===== src/rtl/sample_ram_pkg.sv =====
// Shared sizing helpers and FSM state type for the batch filter's circular sample RAM.
// RAM geometry is derived here so writer, filter and bench agree on it.
package sample_ram_pkg;

  typedef enum logic {
    FILL  = 1'b0,
    STALL = 1'b1
  } wr_state_t;

  function automatic int down_result_depth(input int depth, input int dsr1, input int dsr2);
    return (depth + dsr1 * dsr2 - 1) / (dsr1 * dsr2);
  endfunction

  function automatic int seg_depth(input int depth, input int dsr1, input int dsr2);
    return down_result_depth(depth, dsr1, dsr2) * dsr2;
  endfunction

  function automatic int ram_depth(input int depth, input int dsr1, input int dsr2);
    return 4 * seg_depth(depth, dsr1, dsr2);
  endfunction

endpackage


===== src/rtl/sample_ram_writer_packer.sv =====
// Gathers DSR1 consecutive N-bit samples into one RAM word, oldest sample in the low bits.
// The word and its strobe are combinational so the top can register them on the accepting edge.
module sample_packer #(
  parameter int N    = 3,
  parameter int DSR1 = 2
) (
  input  logic              i_clk,
  input  logic              i_rst_n,
  input  logic [N-1:0]      i_in,
  input  logic              i_inValid,
  output logic [N*DSR1-1:0] o_word,
  output logic              o_wordReady
);

  localparam int CntW = (DSR1 > 1) ? $clog2(DSR1) : 1;
  localparam logic [CntW-1:0] LastCnt = CntW'(DSR1 - 1);

  logic [CntW-1:0]   r_cnt;
  logic [N*DSR1-1:0] r_part;

  assign o_wordReady = i_inValid && (r_cnt == LastCnt);

  // Newest sample bypasses the partial register so the full word is ready on its own cycle.
  always_comb begin
    o_word = r_part;
    o_word[N*(DSR1-1) +: N] = i_in;
  end

  always_ff @(posedge i_clk or negedge i_rst_n) begin
    if (!i_rst_n) begin
      r_cnt  <= '0;
      r_part <= '0;
    end else if (i_inValid) begin
      r_part[N*r_cnt +: N] <= i_in;
      r_cnt                <= o_wordReady ? '0 : r_cnt + 1'b1;
    end
  end

endmodule


===== src/rtl/sample_ram_writer.sv =====
// Write-side front end of the circular sample RAM: packs samples, drives the RAM write port,
// hands completed segments to the reader and stalls when the reader falls behind.
module sample_ram_writer
  import sample_ram_pkg::*;
#(
  parameter int N     = 3,
  parameter int depth = 220,
  parameter int DSR1  = 2,
  parameter int DSR2  = 6,
  localparam int DownResultDepth = down_result_depth(depth, DSR1, DSR2),
  localparam int SegDepth        = seg_depth(depth, DSR1, DSR2),
  localparam int RamDepth        = ram_depth(depth, DSR1, DSR2),
  localparam int AddrW           = $clog2(RamDepth),
  localparam int SampleWidth     = N * DSR1
) (
  input  logic                   clk,
  input  logic                   rst,
  input  logic [N-1:0]           in,
  input  logic                   inValid,
  input  logic                   segRelease,
  output logic                   sampleClk,
  output logic                   sampleWrite,
  output logic [AddrW-1:0]       sampleAddrIn,
  output logic [SampleWidth-1:0] sampleDataIn,
  output logic                   segDone,
  output logic [1:0]             segIndex,
  output logic [2:0]             outstanding,
  output logic                   overflow,
  output wr_state_t              dbgState
);

  localparam int SegW = $clog2(SegDepth);
  localparam logic [AddrW-1:0] LastAddr = AddrW'(RamDepth - 1);
  localparam logic [SegW-1:0]  LastOff  = SegW'(SegDepth - 1);

  logic [SampleWidth-1:0] w_word;
  logic                   w_wordReady;
  logic                   w_write;
  logic                   w_segDone;
  logic                   w_overflowEvt;
  logic [2:0]             w_outstandingNext;
  wr_state_t              r_state;
  wr_state_t              w_stateNext;

  logic [AddrW-1:0]       r_addr;
  logic [SegW-1:0]        r_segOff;
  logic [1:0]             r_seg;
  logic                   r_sampleWrite;
  logic                   r_sampleClk;
  logic [AddrW-1:0]       r_sampleAddr;
  logic [SampleWidth-1:0] r_sampleData;
  logic                   r_segLast;
  logic                   r_segDone;
  logic [1:0]             r_segIndex;
  logic [2:0]             r_outstanding;
  logic                   r_overflow;

  sample_packer #(.N(N), .DSR1(DSR1)) u_packer (
    .i_clk       (clk),
    .i_rst_n     (rst),
    .i_in        (in),
    .i_inValid   (inValid),
    .o_word      (w_word),
    .o_wordReady (w_wordReady)
  );

  assign w_write   = w_wordReady && (r_state == FILL);
  // Handover is one cycle after the last word of a segment, aligned with its sampleClk rise.
  assign w_segDone = r_segLast;
  // Completing a segment while the reader still holds three means the next one is not free.
  assign w_overflowEvt = w_segDone && !segRelease && (r_outstanding == 3'd3);

  always_comb begin
    w_outstandingNext = r_outstanding;
    if (w_segDone && !segRelease) begin
      if (r_outstanding != 3'd3) w_outstandingNext = r_outstanding + 3'd1;
    end else if (segRelease && !w_segDone && (r_outstanding != 3'd0)) begin
      w_outstandingNext = r_outstanding - 3'd1;
    end
  end

  always_comb begin
    w_stateNext = r_state;
    case (r_state)
      FILL:    if (w_overflowEvt) w_stateNext = STALL;
      STALL:   if (r_outstanding < 3'd3) w_stateNext = FILL;
      default: w_stateNext = FILL;
    endcase
  end

  always_ff @(posedge clk or negedge rst) begin
    if (!rst) r_state <= FILL;
    else      r_state <= w_stateNext;
  end

  always_ff @(posedge clk or negedge rst) begin
    if (!rst) begin
      r_addr        <= '0;
      r_segOff      <= '0;
      r_seg         <= '0;
      r_sampleWrite <= 1'b0;
      r_sampleClk   <= 1'b0;
      r_sampleAddr  <= '0;
      r_sampleData  <= '0;
      r_segLast     <= 1'b0;
      r_segDone     <= 1'b0;
      r_segIndex    <= '0;
      r_outstanding <= '0;
      r_overflow    <= 1'b0;
    end else begin
      r_sampleWrite <= w_write;
      r_sampleClk   <= r_sampleWrite;
      r_segLast     <= w_write && (r_segOff == LastOff);
      r_segDone     <= w_segDone;
      r_outstanding <= w_outstandingNext;
      if (w_overflowEvt) r_overflow <= 1'b1;
      // r_seg has already stepped past the completed segment by now.
      if (w_segDone) r_segIndex <= r_seg - 2'd1;
      if (w_write) begin
        r_sampleAddr <= r_addr;
        r_sampleData <= w_word;
        r_addr       <= (r_addr == LastAddr) ? '0 : r_addr + 1'b1;
        if (r_segOff == LastOff) begin
          r_segOff <= '0;
          r_seg    <= r_seg + 2'd1;
        end else begin
          r_segOff <= r_segOff + 1'b1;
        end
      end
    end
  end

  assign sampleClk    = r_sampleClk;
  assign sampleWrite  = r_sampleWrite;
  assign sampleAddrIn = r_sampleAddr;
  assign sampleDataIn = r_sampleData;
  assign segDone      = r_segDone;
  assign segIndex     = r_segIndex;
  assign outstanding  = r_outstanding;
  assign overflow     = r_overflow;
  assign dbgState     = r_state;

endmodule


===== config.mk =====
export PLATFORM = sky130hd
export DESIGN_NAME = sample_ram_writer
export DESIGN_NICKNAME = d
export VERILOG_FILES = /design/src/rtl/sample_ram_pkg.sv /design/src/rtl/sample_ram_writer_packer.sv /design/src/rtl/sample_ram_writer.sv
export SDC_FILE = /design/constraint.sdc
export NUM_CORES = 1
export LEC_CHECK = 0
export CORE_ASPECT_RATIO = 0.6
export CORE_MARGIN = 5
export CORE_UTILIZATION = 48
export CTS_CLUSTER_DIAMETER = 30
export DETAILED_ROUTE_END_ITERATION = 16
export GPL_ROUTABILITY_DRIVEN = 0
export PLACE_DENSITY = 0.72
export SLEW_MARGIN = 20
export SYNTH_ARGS = -nofsm -noshare
export SYNTH_HDL_FRONTEND = slang
export SYNTH_HIERARCHICAL = 1
export SYNTH_SLANG_ARGS = --single-unit

===== constraint.sdc =====
create_clock -name clk -period 6.06 [get_ports clk]
set_input_delay 1.212 -clock clk [delete_from_list [all_inputs] [get_ports clk]]
set_output_delay 1.212 -clock clk [all_outputs]
set_load 0.005 [all_outputs]

==> flow_summary_export.csv <==
group,metric,value,unit
worst_hold_path,hp-class,"reg -> reg",
synth,ys_seq_area_share,53.0,%
setup_path,slowest_stage,"clkdlybuf4s50_1",
layout,fin_nets,259,
setup_path,r2r-start,"r_segLast",
setup_path,cp-end-kind,"register",
layout,fillers,407,
floorplanning,ios,32,
setup_path,path_buf_inv,2,
place,post-place-ws,2.69,ns
clock_tree,cts_hold_buffers,0,
layout,syn_to_final_growth,18.8,%
sta,fmax,324,MHz
setup_path,crit_type,"in -> reg",
detailed_routing,met1_length,2.34,mm
setup_path,timing.rr.end,"outstanding[1]",
setup_path,cp_cell_sequence,"clkdlybuf4s50_1 > inv_1 > nand2_1 > fa_1 > or3b_2 > a21oi_1 > a211oi_1",
floorplanning,core.rowCount,19,
clock_tree,insertion_delay,0.30,ns
synth,synthArstFlopShare,100,%
power_and_ir_drop,power_density,409,nW/um2
layout,drive_gt1_share,10.4,%
detailed_routing,drc,0,
grt,grtUsageTotal,14.7,%
floorplanning,die_h,63.2,um
synth,ys_warn_count,6,
detailed_routing,dr_wl_met2,1.70,mm
place,numPortBuffers,31,
setup_path,cp.arrival,3.23,ns
clock_tree,max-clock-path-buffers,2,
worst_hold_path,hold_depth,0,
detailed_routing,avgViaCountPerCell,5.20,
setup_path,worst_ep_required_time,6.21,ns
floorplanning,fp.dieArea,6240,um2
grt,first_global_vias,1569,
sta,finalCriticalPeriod,3.09,ns
clock_tree,cts_made_buffers,5,
setup_path,cpPeakStageDelay,0.62,ns
setup_path,start_kind,"input port",
floorplanning,die_w,98.7,um
setup_path,reg2reg_depth,5,
worst_hold_path,whs_endpoint,"sampleClk",
run_status,status,"finished clean",
clock_tree,cts_root_buf,"clkbuf_8",
synth,synth_cell_type_count,49,
clock_tree,cts_resized,0,
detailed_routing,drt-total-wl,4.33,mm
clock_tree,cts_tree,"built",
floorplanning,start_util,49.7,%
clock_tree,clkTransAtPathRegs,0.08,ns
detailed_routing,top_layer,"met4",
sta,hold_viol_final,0,
synth,synth_ff_type,"dfrtp_1",
power_and_ir_drop,ir_drop,0.000202,V
detailed_routing,first_iter_violations,109,
power_and_ir_drop,power.total,1.10,mW
sta,fin_skew,0.0127,ns
grt,grt-ovfl-total,0,
layout,insertedDiodeCount,0,
setup_path,cp_top_family,"buffers and inverters",
worst_hold_path,min_from,"sampleWrite",
synth,synthCells,223,
sta,rsz0062_at_grt,"false",
detailed_routing,wl_met3,242,um
synth,synth_seq_cells,48,
sta,timing.final.ws_setup,2.97,ns
power_and_ir_drop,power.leakage,1.19,nW
detailed_routing,wl_per_cell,13.9,um
clock_tree,cts.sinks,48,
setup_path,worst-r2r-setup-slack,3.89,ns
sta,slew_viol_final,0,
detailed_routing,drtAntennaViolNets,0,
grt,antenna_found_initial,0,
floorplanning,coreArea,4560,um2
setup_path,critPathLaunch,"segRelease",
sta,period_share,51.0,%
synth,syn_area_per_cell,10.2,um2
synth,synth_edf_count,0,
sta,slew-limit-headroom,58.2,%
sta,final-setup-viol-count,0,
clock_tree,h-tree-depth,2,
setup_path,critPathMaxFanout,9,
clock_tree,post_cts_buffers,0,
place,dp_hpwl,2.90,mm
synth,synth_nets,234,
synth,netlist_area,2270,um2
sta,setup_tns,0,ns
sta,worstMarginPinSlew,0.627,ns
flow_run,drv_cap,0,
grt,grt_max_degree,49,
detailed_routing,num_vias,1623,
detailed_routing,dr.pass1.iters,4,
grt,grt_first_pass_wirelength,7.51,mm
-- cell usage in the layout (no fill, tap or decap), types with 2 or more instances in the layout --
| cell | netlist | layout |
|---|---|---|
| o21ai_0 | 15 | 15 |
| or4_1 | 2 | 2 |
| xor2_1 | 2 | 2 |
| nand4_1 | 3 | 3 |
| nor3_1 | 2 | 2 |
| or3_1 | 4 | 4 |
| and4_1 | 3 | 3 |
| a21oi_1 | 8 | 8 |
| mux2_2 | 3 | 3 |
| or3b_2 | 2 | 2 |
| o31ai_1 | 3 | 3 |
| inv_1 | 7 | 7 |
| xnor2_1 | 7 | 7 |
| dfrtp_1 | 48 | 48 |
| nand4bb_1 | 2 | 2 |
| clkdlybuf4s50_1 | 0 | 30 |
| ha_1 | 3 | 3 |
| nand3_1 | 2 | 2 |
| mux2_4 | 3 | 3 |
| o22ai_1 | 2 | 2 |
| nand2_1 | 56 | 56 |
| nor2_1 | 5 | 5 |
| nor2b_1 | 2 | 2 |
| nand2b_4 | 2 | 2 |
| nor3b_1 | 2 | 2 |
| a211oi_1 | 2 | 2 |
| clkbuf_8 | 0 | 5 |
-- sequential cells by signal, indices dropped and copies added, names as in the netlist --
signal,count
sampleAddrIn,9
sampleWrite,1
dbgState,1
sampleDataIn,6
segIndex,2
outstanding,3
sampleClk,1
overflow,1
r_seg,2
u_packer/r_cnt,1
r_addr,9
r_segLast,1
r_segOff,7
u_packer/r_part,3
segDone,1
-- cell usage after synthesis (all sizes together), types with 4 or more instances --
library cell | instances | share of area, %
o21ai | 15 | 3.3
nor2 | 5 | 0.83
mux2 | 6 | 3.5
buf | 9 | 2.3
clkbuf | 4 | 0.72
dfrtp | 48 | 53
inv | 7 | 1.2
xnor2 | 7 | 2.7
a21oi | 8 | 1.8
nand2 | 56 | 9.3
or3 | 5 | 1.4
-- power breakdown --
| part | internal, mW | switching (mW) | leakage [nW] |
|---|---|---|---|
| combinational | 0.196 | 0.160 | 0.530 |
| clock | 0.122 | 0.101 | 0.0552 |
| sequential | 0.416 | 0.104 | 0.608 |
-- metrics by stage --
step | instances | hold slack [ns] | instance area, um2 | util [%]
floorplan | 223 | 0.376 | 2270 | -
global placement | 304 | 0.394 | 2580 | 56.6
detailed placement | 304 | 0.377 | 2580 | 56.6
CTS | 312 | 0.409 | 2690 | 58.9
global route | 312 | 0.431 | 2690 | 59.0
finish | 312 | 0.408 | 2690 | 59.0
-- layer usage --
metal / global-route usage [%] / vias to the layer above
met1: 22.9 / 764
met2: 19.8 / 37
li1: - / 816
met3: 4.30 / 6
met4: 3.58 / 0
met5: 0 / -
-- worst max path at each step --
stage,cells after the start,to,slack [ns]
6_report,7,outstanding[1],2.97
5_1_grt,6,r_addr[0],2.86
4_1_cts,7,outstanding[1],2.99
3_5_place_dp,7,outstanding[1],2.69
3_3_place_gp,7,outstanding[1],2.77
2_1_floorplan,6,outstanding[1],3.46
-- layout make-up --
type	instances	area, um2	share of cell area [%]
flip-flops and latches	48	1200	44.6
inverters	7	26.3	0.976
multi-input cells	155	971	36.1
clock inverters	2	35.0	1.30
well taps	63	78.8	2.93
clock buffers	6	72.6	2.70
repair buffers	31	308	11.4
-- worst register-to-register path: cells and delay by family, from the launching register on --
family / cells / cell delay [ns]
AOI/OAI and AO/OA: 2 / 0.21
and+or+nand+nor: 2 / 0.61
DFF: 1 / 0.69
adders and majority gates: 1 / 0.51
-- cell families (layout without fill, tap and decap cells) --
logic type	count (synthesis)	count (layout)	synth area share [%]
AOI/OAI and AO/OA	36	36	9.44
xor gates and xnor gates	9	9	3.48
adders and majority gates	4	4	2.54
buffers and inverters	20	46	4.19
DFF	48	48	53.0
muxes	6	6	3.48
and+or+nand+nor	100	100	23.9
(Power assumes the default switching activity.)
